`src/rtl/codifica_hamming_tx.sv`:
```
// Hamming(15,11) transmitter: accepts 11-bit words over valid/ready, encodes
// them into the corrector's codeword layout and serializes each codeword
// LSB-first inside a start(0)/stop(1) frame. One-entry buffer allows
// back-to-back frames.
// Build option: define PARIDADE_GLOBAL_EN to append an overall even-parity
// bit after codeword bit 14 (18 bit-time frame instead of 17).
module codifica_hamming_tx #(
    parameter int CICLOS_POR_BIT = 4
) (
    input  logic        clk,
    input  logic        rst,
    input  logic [10:0] dado,
    input  logic        dado_valido,
    output logic        dado_pronto,
    output logic [14:0] palavra,
    output logic        serial_out,
    output logic        ocupado
);

`ifdef PARIDADE_GLOBAL_EN
    localparam int NBITS = 16;
`else
    localparam int NBITS = 15;
`endif

    localparam int              CW        = (CICLOS_POR_BIT > 1) ? $clog2(CICLOS_POR_BIT) : 1;
    localparam logic [CW-1:0]   CICLO_MAX = CW'(CICLOS_POR_BIT - 1);
    localparam logic [3:0]      BIT_MAX   = 4'(NBITS - 1);

    typedef enum logic [1:0] {OCIOSO, INICIO, DADOS, FIM} estado_t;

    // Codeword index i is Hamming position i+1; parity sits at 1,2,4,8.
    function automatic logic [14:0] codificar(input logic [10:0] d);
        logic [14:0] c;
        c       = '0;
        c[2]    = d[0];
        c[4]    = d[1];
        c[5]    = d[2];
        c[6]    = d[3];
        c[14:8] = d[10:4];
        c[0]    = ^{c[2], c[4], c[6], c[8], c[10], c[12], c[14]};
        c[1]    = ^{c[2], c[5], c[6], c[9], c[10], c[13], c[14]};
        c[3]    = ^{c[4], c[5], c[6], c[11], c[12], c[13], c[14]};
        c[7]    = ^c[14:8];
        return c;
    endfunction

    // Bits that go out between the start and stop bits, LSB first.
    function automatic logic [NBITS-1:0] quadro(input logic [14:0] cw);
`ifdef PARIDADE_GLOBAL_EN
        return {^cw, cw};
`else
        return cw;
`endif
    endfunction

    estado_t          estado_q, estado_d;
    logic [CW-1:0]    ciclo_q, ciclo_d;
    logic [3:0]       bit_q, bit_d;
    logic [NBITS-1:0] desloc_q, desloc_d;
    logic [14:0]      buf_q, buf_d;
    logic             cheio_q, cheio_d;
    logic [14:0]      palavra_q, palavra_d;
    logic             fim_bit;

    // State register: FSM, counters, shift register, buffer and parallel tap.
    always_ff @(posedge clk or posedge rst) begin
        if (rst) begin
            estado_q  <= OCIOSO;
            ciclo_q   <= '0;
            bit_q     <= '0;
            desloc_q  <= '0;
            buf_q     <= '0;
            cheio_q   <= 1'b0;
            palavra_q <= '0;
        end else begin
            estado_q  <= estado_d;
            ciclo_q   <= ciclo_d;
            bit_q     <= bit_d;
            desloc_q  <= desloc_d;
            buf_q     <= buf_d;
            cheio_q   <= cheio_d;
            palavra_q <= palavra_d;
        end
    end

    assign fim_bit = (ciclo_q == CICLO_MAX);

    // Next state: frame sequencing, buffer load into the shifter, and accept.
    always_comb begin
        estado_d  = estado_q;
        ciclo_d   = ciclo_q;
        bit_d     = bit_q;
        desloc_d  = desloc_q;
        buf_d     = buf_q;
        cheio_d   = cheio_q;
        palavra_d = palavra_q;

        if (estado_q != OCIOSO)
            ciclo_d = fim_bit ? '0 : ciclo_q + CW'(1);

        case (estado_q)
            OCIOSO: begin
                if (cheio_q) begin
                    desloc_d = quadro(buf_q);
                    cheio_d  = 1'b0;
                    estado_d = INICIO;
                    ciclo_d  = '0;
                    bit_d    = '0;
                end
            end
            INICIO: begin
                if (fim_bit)
                    estado_d = DADOS;
            end
            DADOS: begin
                if (fim_bit) begin
                    desloc_d = desloc_q >> 1;
                    if (bit_q == BIT_MAX) begin
                        bit_d    = '0;
                        estado_d = FIM;
                    end else begin
                        bit_d = bit_q + 4'd1;
                    end
                end
            end
            FIM: begin
                // A waiting word starts right after the stop bit, no idle gap.
                if (fim_bit) begin
                    if (cheio_q) begin
                        desloc_d = quadro(buf_q);
                        cheio_d  = 1'b0;
                        estado_d = INICIO;
                        bit_d    = '0;
                    end else begin
                        estado_d = OCIOSO;
                    end
                end
            end
            default: estado_d = OCIOSO;
        endcase

        // Accept only into an empty buffer, so never in the same cycle as a load.
        if (dado_valido && !cheio_q) begin
            buf_d     = codificar(dado);
            palavra_d = codificar(dado);
            cheio_d   = 1'b1;
        end
    end

    // Outputs: line level from the FSM state, handshake and busy from registers.
    always_comb begin
        serial_out = 1'b1;
        case (estado_q)
            OCIOSO:  serial_out = 1'b1;
            INICIO:  serial_out = 1'b0;
            DADOS:   serial_out = desloc_q[0];
            FIM:     serial_out = 1'b1;
            default: serial_out = 1'b1;
        endcase
        dado_pronto = !cheio_q;
        ocupado     = (estado_q != OCIOSO) || cheio_q;
        palavra     = palavra_q;
    end

endmodule

```
`config.mk`:
```
export PLATFORM = sky130hd
export DESIGN_NAME = codifica_hamming_tx
export DESIGN_NICKNAME = d
export VERILOG_FILES = /design/src/rtl/codifica_hamming_tx.sv
export SDC_FILE = /design/constraint.sdc
export NUM_CORES = 1
export LEC_CHECK = 0
export BUFFER_PORTS_ARGS = -buffer_cell sky130_fd_sc_hd__buf_2
export CORE_MARGIN = 4
export CORE_UTILIZATION = 50
export DETAILED_ROUTE_END_ITERATION = 12
export PLACE_DENSITY = 0.75
export REMOVE_ABC_BUFFERS = 1
export SYNTH_ARGS = -nofsm -noshare
export SYNTH_HDL_FRONTEND = slang
export SYNTH_SLANG_ARGS = --single-unit
```
`constraint.sdc`:
```
create_clock -name clk -period 1.64 [get_ports clk]
set_input_delay 0.082 -clock clk [delete_from_list [all_inputs] [get_ports clk]]
set_output_delay 0.082 -clock clk [all_outputs]
set_load 0.1 [all_outputs]
```
# Yosys cells after proc, flatten, opt, wreduce, memory -nomap -nowiden
# Index checks and enable logic that the tools add are counted.
[classes]
add_sub_neg = 2
n_eq_ne = 11
mux = 24
reduce_logical = 15
[op_table]
columns = ["operator", "count"]
rows = [
  ["two-way mux 15 bit", 3],
  ["one-hot mux 15 bit (3 select lines)", 1],
  ["parity 7 bit", 4],
  ["two-way mux 2 bit", 9],
  ["two-way mux 4 bit", 4],
  ["one-hot mux 4 bit (3 select lines)", 1],
  ["!= test 2 bit, second input constant", 5],
  ["one-hot mux 2 bit (4 select lines)", 1],
  ["== test 2 bit, second input constant", 3],
  ["nonzero test 3 bit", 2],
  ["AND reduction 5 bit", 1],
  ["adder 4 x 1 -> 4 bit, second input constant", 1],
  ["== test 4 bit, second input constant", 1],
  ["two-way mux 1 bit", 3],
  ["!= test 3 bit, second input constant", 1],
  ["one-hot mux 1 bit (3 select lines)", 1],
  ["AND reduction 3 bit", 1],
  ["adder 2 x 1 -> 2 bit, second input constant", 1],
  ["== test 2 x 1 -> 1 bit, second input constant", 1],
  ["logical NOT 2 bit", 1],
  ["one-hot mux 1 bit (2 select lines)", 1],
  ["AND reduction 2 bit", 1],
  ["nonzero test 2 bit", 1],
  ["OR reduction 2 bit", 1],
  ["3 further kinds", 3],
]
[totals]
regBits = 39
input_bits = 14
output_inout_bits = 18
wordCells = 58

# Logic depth before layout (Yosys ltp)
# Gate-level depths: netlist (run 1).
[depth]
ltp_word = 5
ltp_mapped = 7
mapped_depth_nobuf = 6

# Worst setup path after synthesis (run 1)
# OpenSTA, ideal clock, no wires.
[synth_timing]
kind = "reg2out"
startpoint = "reg estado_q[0]"
endpoint = "out serial_out"
arrival_time_ns = 2.815
required_time_ns = 1.558
path_slack_ns = -1.257
path_stages_with_launch = 7
n_path_buf = 2
cell_sequence = "dfrtp_1 > inv_1 > ha_1 > buf_2 > buf_2 > nand2_1 > a21oi_1"
[synth_between]
elab_chain_len = 3
elab_cells_between_ends = 6
classes_between = "eq/ne: 3; mux: 1; reduce/logical: 2"
[synth_rtl]
columns = ["element", "line_no", "text"]
rows = [
  ["from (decl)", "57", "estado_t estado_q, estado_d;"],
  ["from (signal assigned)", "77", "estado_q <= estado_d;"],
  ["== test 2 bit or logical NOT 2 bit (tied branches)", "154", "case (estado_q)"],
  ["OR reduction 2 bit (no source line)", "n/a", ""],
  ["one-hot mux 1 bit (3 select lines) *", "154", ""],
  ["to (decl)", "16", "output logic serial_out,"],
]
# Mark *: on every way between the ends. The rest lies on a longest branch, timed or not.

# Worst setup path in the final report (run 1)
[layout_timing]
startpoint = "reg estado_q[1]"
endpoint = "reg estado_q[0]"
[layout_between]
elab_chain_len = 3
elab_cells_between_ends = 11
classes_between = "eq/ne: 8; mux: 1; reduce/logical: 2"
[layout_rtl]
columns = ["element", "line_no", "text"]
rows = [
  ["== test 2 bit (tied with other cells)", "102", "case (estado_q)"],
  ["!= test 2 bit (no source line)", "n/a", ""],
  ["AND reduction 5 bit (no source line)", "n/a", ""],
]
# Several ways; a longest one is shown, not always the timed one.
# A chain may end at the register's enable or synchronous reset.

==> flow_summary.ini, run 1 <==
[clocking]
numCtsBuffers = 5
cts.sinks = 39
h-tree-depth = 2
clkTransAtPathRegs_ns = 0.08
cts_buffer_depth = 2
cts-root-buf = clkbuf_8
cts_tree = built
clock_latency_ns = 0.30

[floorplanning]
chipWidth_microns = 71.7
initial_core_util_pct = 53.4
rows = 22
die-area_sq_mm = 0.00514
coreArea_sq_mm = 0.00380
die_y_microns = 71.7
ios = 32

[pwr]
power_per_cell_area_mw_per_mm2 = 1330
p_clk_share_pct = 22.5
power_frac_comb_pct = 43.2
sw_frac_of_total_pct = 49.5
switchingPower_uw = 1780
fin_total_pwr_uw = 3600
p_leak_uw = 0.00134
power.sequential.fraction_pct = 34.3
irDropWorstVdd_uv = 1030
intPower_uw = 1820

[run]
max_cap_viol_count = 0

[grt]
grt_pass1_vias = 1528
grt_overflow = 0
track_usage_pct = 18.3
grt_pass1_wl_mm = 7.36
antenna_found_initial = 0
grt_max_degree = 40

[final_layout]
layout-drive-gt1-share_pct = 45.2
fin_util_pct = 71.2
layout_common_cells = dfrtp_1 (37), buf_2 (29), nor2_1 (15), mux2i_1 (15), a21oi_2 (13)
fillerInstances = 269
final_common_cell = dfrtp_1
design_area_sq_mm = 0.00271
nNetsFinal = 250
diodes = 0
area_growth_syn_to_layout_pct = 33.3

[route]
vias = 1526
ant_nets = 0
wl_per_cell_microns = 17.6
drc = 0
post_drt_via_cell_ratio = 5.49
firstDrtPassIters = 4
wl_mm = 4.88
drt-initial-drc-count = 80

[worst_hold_path]
holdPathEnd = palavra[5]$_DFFE_PP0P_
hold_depth = 2
min_path_type = in -> reg
hold_start = dado[2]

[sta]
fin_crit_sh_pct = 109
skew_ns = 0.00969
maxSlewViolCount = 0
setup_violations = 22
hold_violations = 0
finalSetupTns_ns = -0.697
worst_pin_slew_ns = 0.491
maxSlewHeadroom_pct = 67.3
period_needed_ns = 1.79
layout_setup_ws_ns = -0.151
timing.fmax_mhz = 558
rsz0062_at_grt = true

[setup_path]
cp_slowest_cell = dfrtp_2
start_kind = flop
critical_path_class = reg -> reg
ff2ff_setup_slack_ns = -0.15
worst-path-buf-inv = 2
rr_worst_depth = 7
worst-path-max-fanout = 3
cp-end-kind = flop
worstReg2RegStart = estado_q[1]$_DFFE_PP0P_
crit_required_ns = 1.84
cpPeakStageDelay_ns = 0.43
cpLargestDelayFamily = compound AO/OA/AOI/OAI gates
cp.arrival_ns = 1.99
path_cells = buf_6, inv_6, ha_4, or3_4, a221oi_4, o21ai_1, a22oi_1
rr_endpoint = estado_q[0]$_DFFE_PP0P_

[logic_synthesis]
synthesis.instances = 176
synth_area_sq_mm = 0.00203
synth_flop_cell = dfrtp_1
async_reset_ff_share_pct = 100
ys_ff_latch = 39
synth_seq_area_share_pct = 48.1
avgSynthCellArea_sq_um = 11.5
ys_types = 32
synth-edff-count = 0
ys_warn_count = 0

[placement]
port_buffers = 31
hpwl_mm = 3.06
gp_congestion = 0.834
pre_cts_slack_ns = -0.105
place_area_sq_mm = 0.00236

[run_status]
violations = negative setup slack
status = finished, violations left
[synthesized netlist by cell type (3+ instances only)]
cell	instances	area share [%]
dfrtp_1	39	48
nor2_1	16	3.0
mux2i_1	15	7.4
a21oi_2	13	5.6
xnor2_1	12	5.2
mux2_2	11	6.1
inv_1	10	1.8
nand2_1	10	1.8
o21ai_0	10	2.5
ha_1	7	4.3
xor2_1	4	1.7
a21oi_1	3	0.74
buf_2	3	0.74
buf_6	3	1.7
nand3_1	3	0.74
[power groups by stage]
stage	logic (uW)	clock network, uW	registers (uW)
3_3_place_gp	1550	0	1240
2_1_floorplan	242	0	2290
4_1_cts	1560	831	1240
5_1_grt	1600	868	1260
3_5_place_dp	1560	0	1250
6_report	1560	812	1240
[what timing repair did]
| item | CTS | global route |
|---|---|---|
| endpoints found under the hold margin | 39 | 0 |
| gates resized for setup | 18 | 17 |
| pin swaps | 3 | 5 |
| gates cloned | 0 | 2 |
| setup buffers | 1 | 3 |
| endpoints found under the setup margin | 23 | 23 |
| hold buffers | 1 | 0 |
[registers in the layout (all words and copies together), names as in the netlist]
register and flops:
cheio_q 1, desloc_q 15, ciclo_q 2, bit_q 4, palavra 15, estado_q 2
[worst max-delay path by stage]
stage	from	endpoint	slack, ns	cells after the start
global route	estado_q[1]$_DFFE_PP0P_	estado_q[0]$_DFFE_PP0P_	-0.20	7
global placement	estado_q[0]$_DFFE_PP0P_	desloc_q[7]$_DFFE_PP0P_	-0.02	8
detailed placement	estado_q[0]$_DFFE_PP0P_	desloc_q[14]$_DFFE_PP0P_	-0.11	8
CTS	estado_q[1]$_DFFE_PP0P_	estado_q[1]$_DFFE_PP0P_	-0.09	8
finish	estado_q[1]$_DFFE_PP0P_	estado_q[0]$_DFFE_PP0P_	-0.15	7
floorplan	estado_q[0]$_DFFE_PP0P_	bit_q[2]$_DFFE_PP0P_	-1.36	6
[worst register-to-register path: stages, from the launching register on]
cell and delay (ns):
dfrtp_2 0.43, buf_6 0.13, inv_6 0.04, ha_4 0.15, or3_4 0.34, a221oi_4 0.28, o21ai_1 0.14, a22oi_1 0.19
[layer usage]
layer | share of wire [%] | wire length (microns) | GRT usage (%)
met1 | 44 | 2140 | 24.6
met2 | 49 | 2400 | 28.6
met3 | 5.0 | 245 | 5.05
met4 | 2.1 | 102 | 6.26
met5 | 0 | 0 | 0
[layout make-up]
cell class	count	area [sq um]	area share, %
multi-input combinational	120	1070	39.6
tap	48	60.1	2.22
clock inverter	3	43.8	1.62
clock buffer	5	68.8	2.54
timing repair buffer	53	440	16.3
inverter	10	42.5	1.57
sequential	39	978	36.2
[stage by stage]
| stage | cells | hold slack [ns] |
|---|---|---|
| 2_1_floorplan | 169 | 0.233 |
| 3_3_place_gp | 263 | 0.219 |
| 3_5_place_dp | 263 | 0.228 |
| 4_1_cts | 273 | 0.0245 |
| 5_1_grt | 278 | 0.0346 |
| 6_report | 278 | 0.0298 |
[cell families (layout without fill, tap and decap cells)]
| group | after synthesis | in the layout | share of synthesized area (%) |
|---|---|---|---|
| compound gates | 35 | 35 | 13.5 |
| fa+ha+maj | 7 | 7 | 4.32 |
| xor+xnor | 17 | 17 | 8.01 |
| simple gates | 35 | 35 | 8.14 |
| flops | 39 | 39 | 48.1 |
| mux | 26 | 26 | 13.5 |
| buf+inv | 17 | 71 | 4.44 |
No activity file was read; power rests on OpenSTA's default activity.
==> run 2, diff against run 1 <==
--- a/config.mk
+++ b/config.mk
@@ -8,6 +8,7 @@
 export BUFFER_PORTS_ARGS = -buffer_cell sky130_fd_sc_hd__buf_2
 export CORE_MARGIN = 4
 export CORE_UTILIZATION = 50
+export CTS_BUF_LIST = sky130_fd_sc_hd__clkbuf_16
 export DETAILED_ROUTE_END_ITERATION = 12
 export PLACE_DENSITY = 0.75
 export REMOVE_ABC_BUFFERS = 1
==> constraint.sdc (replaced) <==
create_clock -name clk -period 1.5 [get_ports clk]
set_input_delay 0.075 -clock clk [delete_from_list [all_inputs] [get_ports clk]]
set_output_delay 0.075 -clock clk [all_outputs]
set_load 0.1 [all_outputs]
==> flow_summary.ini, run 2 (synthesis results as in run 1) <==
[final_layout]
final_common_cell = dfrtp_1
fillerInstances = 206
design_area_sq_mm = 0.00294
layout_common_cells = dfrtp_1 (37), buf_2 (29), buf_4 (21)
diodes = 0
final_cells = 291
area_growth_syn_to_layout_pct = 44.7
layout-drive-gt1-share_pct = 53.9
nNetsFinal = 263

[sta]
maxSlewViolCount = 0
period_needed_ns = 1.82
whs_ns = 0.0708
layout_setup_ws_ns = -0.319
maxSlewHeadroom_pct = 65.8
worst_pin_slew_ns = 0.513
skew_ns = 0.00360
rsz0062_at_grt = true
hold_violations = 0
timing.fmax_mhz = 550
setup_violations = 23
fin_crit_sh_pct = 121

[floorplanning]
coreArea_sq_mm = 0.00380
ios = 32
rows = 22
die_y_microns = 71.7
initial_core_util_pct = 53.4
chipWidth_microns = 71.7
die-area_sq_mm = 0.00514

[run_status]
violations = negative setup slack
status = finished, violations left

[route]
ant_nets = 0
post_drt_via_cell_ratio = 5.42
wl_mm = 5.66
drt-initial-drc-count = 86
firstDrtPassIters = 4
drc = 0
wl_per_cell_microns = 19.5
vias = 1577

[grt]
grt_pass1_wl_mm = 8.39
track_usage_pct = 21.6
antenna_found_initial = 0
grt_overflow = 0
grt_max_degree = 40
grt_pass1_vias = 1645

[placement]
gp_congestion = 0.797
hpwl_mm = 3.14
place_inst = 265
port_buffers = 31
place_area_sq_mm = 0.00237

[run]
max_cap_viol_count = 0

[setup_path]
cp-end-kind = flop
cp.arrival_ns = 2.02
crit_required_ns = 1.70
start_kind = flop
critical_path_class = reg -> reg
worst-path-max-fanout = 7

[worst_hold_path]
min_path_type = in -> reg

[pwr]
p_leak_uw = 0.00141
power_per_cell_area_mw_per_mm2 = 1460
irDropWorstVdd_uv = 1220
fin_total_pwr_uw = 4290

[clocking]
cts_tree = built
h-tree-depth = 2
clock_latency_ns = 0.28
cts-root-buf = clkbuf_16
cts_buffer_depth = 2
cts.sinks = 39
numCtsBuffers = 5
clkTransAtPathRegs_ns = 0.06
==> run 2: routing by layer <==
layer	vias up	GRT usage (%)	share of wire [%]
met4	0	6.68	1.8
met1	798	25.7	43
met5	-	0	0
li1	730	-	-
met2	43	38.4	51
met3	6	4.91	4.5
==> run 2: power by group <==
| part | internal (uW) | total (uW) | leakage (uW) | switching, uW |
|---|---|---|---|---|
| Sequential | 1210 | 1360 | 0.000488 | 142 |
| Combinational | 288 | 1730 | 0.000840 | 1440 |
| Clock | 784 | 1210 | 0.0000838 | 423 |
==> run 2: area by class of cell <==
type / instances / area [sq um] / area share, %
Tap cell: 48 / 60.1 / 2.05
Clock inverter: 3 / 43.8 / 1.49
Timing Repair Buffer: 66 / 571 / 19.4
Inverter: 10 / 40.0 / 1.36
Multi-Input combinational cell: 120 / 1120 / 38.1
Sequential cell: 39 / 978 / 33.3
Clock buffer: 5 / 125 / 4.26
==> run 2: final timing paths <==
check	startpoint	to	slack, ns	depth (start not counted)
max	estado_q[1]$_DFFE_PP0P_	desloc_q[8]$_DFFE_PP0P_	-0.32	7
min	dado[2]	palavra[5]$_DFFE_PP0P_	0.07	2
max reg2reg	estado_q[1]$_DFFE_PP0P_	desloc_q[8]$_DFFE_PP0P_	-0.32	7
min reg2reg	ciclo_q[1]$_DFF_PP0_	ciclo_q[1]$_DFF_PP0_	0.49	2
max in group asynchronous	rst	estado_q[1]$_DFFE_PP0P_	0.62	4
min in group asynchronous	rst	estado_q[0]$_DFFE_PP0P_	0.50	4
==> run 2: per-stage QoR <==
stage / worst slack (ns) / util (%) / setup TNS [ns]
global placement: -0.183 / 62.5 / -3.53
CTS: -0.225 / 71.5 / -3.88
detailed placement: -0.294 / 62.5 / -5.81
global route: -0.366 / 77.3 / -7.25
finish: -0.319 / 77.3 / -6.04
floorplan: -1.50 / - / -36.19
==> run 2: what timing repair did <==
item | CTS | global route
resized for setup | 28 | 30
setup endpoints to repair | 24 | 23
pin swaps | 4 | 7
buffers inserted | 6 | 11
hold endpoints to repair | 39 | 0
gates cloned | 0 | 2
hold buffers | 1 | 0
==> run 2: worst max-delay path, cell delays in order, from the launching register on <==
cell	delay (ns)
dfrtp_2	0.46
ha_4	0.19
or2_4	0.26
a211oi_4	0.31
buf_6	0.20
buf_12	0.13
nor2_2	0.05
a21oi_2	0.13
==> run 3, diff against run 2 <==
--- a/config.mk
+++ b/config.mk
@@ -10,8 +10,9 @@
 export CORE_UTILIZATION = 50
 export CTS_BUF_LIST = sky130_fd_sc_hd__clkbuf_16
 export DETAILED_ROUTE_END_ITERATION = 12
-export PLACE_DENSITY = 0.75
+export PLACE_DENSITY = 0.72
 export REMOVE_ABC_BUFFERS = 1
+export SLEW_MARGIN = 5
 export SYNTH_ARGS = -nofsm -noshare
 export SYNTH_HDL_FRONTEND = slang
 export SYNTH_SLANG_ARGS = --single-unit
==> constraint.sdc (replaced) <==
create_clock -name clk -period 1.9 [get_ports clk]
set_input_delay 0.095 -clock clk [delete_from_list [all_inputs] [get_ports clk]]
set_output_delay 0.095 -clock clk [all_outputs]
set_load 0.1 [all_outputs]
==> flow_summary.ini, run 3 (synthesis results as in run 1) <==
[placement]
hpwl_mm = 2.90
gp_congestion = 0.726
pre_cts_slack_ns = 0.0384
port_buffers = 31

[sta]
worst_pin_slew_ns = 0.481
hold_violations = 0
layout_setup_ws_ns = 0.0577
rsz0062_at_grt = true
fin_crit_sh_pct = 97.0
finalSetupTns_ns = 0
skew_ns = 0.00654
timing.fmax_mhz = 543
maxSlewHeadroom_pct = 67.9
maxSlewViolCount = 0
setup_violations = 0
period_needed_ns = 1.84

[pwr]
p_leak_uw = 0.00126
power_per_cell_area_mw_per_mm2 = 1320
irDropWorstVdd_uv = 993

[route]
post_drt_via_cell_ratio = 5.30
drc = 0
wl_mm = 4.13
firstDrtPassIters = 4
ant_nets = 0
wl_per_cell_microns = 15.6
drt-initial-drc-count = 49
vias = 1405

[floorplanning]
coreArea_sq_mm = 0.00380
ios = 32
rows = 22
initial_core_util_pct = 53.4
die-area_sq_mm = 0.00514
chipWidth_microns = 71.7
die_y_microns = 71.7

[setup_path]
cp.arrival_ns = 1.75
ff2ff_setup_slack_ns = 0.08
crit_required_ns = 1.80
cpPeakStageDelay_ns = 0.41
start_kind = flop
worst-path-max-fanout = 12
cp-end-kind = primary output
cp_slowest_cell = dfrtp_1
critical_path_class = reg -> out
path_cells = inv_2, ha_2, buf_6, nand2_1, a21oi_2, buf_12

[clocking]
cts-root-buf = clkbuf_16
clock_latency_ns = 0.28
numCtsBuffers = 5
cts.sinks = 39
h-tree-depth = 2
clkTransAtPathRegs_ns = 0.05
cts_buffer_depth = 2
cts_tree = built

[worst_hold_path]
min_path_type = in -> reg

[final_layout]
fillerInstances = 297
diodes = 0
nNetsFinal = 238
final_common_cell = dfrtp_1
area_growth_syn_to_layout_pct = 24.4
layout-drive-gt1-share_pct = 38.7
layout_common_cells = dfrtp_1 (39), buf_2 (30), nor2_1 (16)

[grt]
grt_pass1_wl_mm = 7.00
grt_pass1_vias = 1485
track_usage_pct = 17.4
grt_overflow = 0
grt_max_degree = 40
antenna_found_initial = 0

[run_status]
status = finished, final reports clean

[run]
max_cap_viol_count = 0
-- run 3: cell types whose count changed in the layout (fill, tap and decap cells not counted), moves of 4 or more --
cell     change
buf_4       -16
o21ai_0      +4
nor2_4       -4
nor2_1       +8
nor2_2       -4
buf_6        -5
ha_4         -4
-- run 3: metrics by stage --
step	util, %	cell area [sq um]	hold WS (ns)	instances	total power (uW)
floorplan	-	1980	0.246	169	2190
finish	66.4	2520	0.0745	265	3330
global placement	60.5	2300	0.229	255	2410
detailed placement	60.5	2300	0.230	255	2420
CTS	65.7	2500	0.0658	263	3360
global route	66.4	2520	0.0887	265	3450
-- run 3: what timing repair did --
item / in CTS / in global routing
setup endpoints to repair: 3 / 19
setup buffers: 0 / 2
resized for setup: 7 / 4
hold endpoints to repair: 39 / 0
pin swaps: 0 / 2
hold buffers: 1 / 0
-- run 3: area by class of cell --
cell class	instances	area [sq um]	area share [%]
Clock buffer	5	125	4.96
Tap cell	48	60.1	2.38
Sequential cell	39	976	38.7
Clock inverter	2	37.5	1.49
Inverter	10	37.5	1.49
Multi-Input combinational cell	120	998	39.6
Timing Repair Buffer	41	289	11.5
-- run 3: worst paths after layout --
| kind | startpoint | to | depth (start not counted) |
|---|---|---|---|
| setup / recovery | estado_q[0]$_DFFE_PP0P_ | serial_out | 6 |
| hold / removal | dado[2] | palavra[5]$_DFFE_PP0P_ | 2 |
| setup reg to reg | estado_q[0]$_DFFE_PP0P_ | estado_q[0]$_DFFE_PP0P_ | 6 |
| hold reg to reg | bit_q[3]$_DFFE_PP0P_ | bit_q[3]$_DFFE_PP0P_ | 1 |
| max in group asynchronous | rst | desloc_q[14]$_DFFE_PP0P_ | 4 |
| min in group asynchronous | rst | bit_q[0]$_DFFE_PP0P_ | 4 |
-- run 3: report_power, final --
group	internal (uW)	switching, uW	leakage (uW)
logic	224	1110	0.000697
registers	959	110	0.000490
clock network	611	309	0.0000759
-- run 3: routing by layer --
layer  part of all wire [%]  GRT usage [%]
met4                    1.5           6.47
met1                     43           21.1
met2                     51           29.4
met5                      0              0
met3                    4.8           5.19
-- run 3: worst max-delay path, delay by kind of cell (launching register included) --
kind | cells | cell delay (ns)
buffers and inverters | 3 | 0.52
flip-flops | 1 | 0.41
AND/OR/NAND/NOR | 1 | 0.09
AO/OA/AOI/OAI | 1 | 0.19
adder cells (fa/ha/maj) | 1 | 0.25
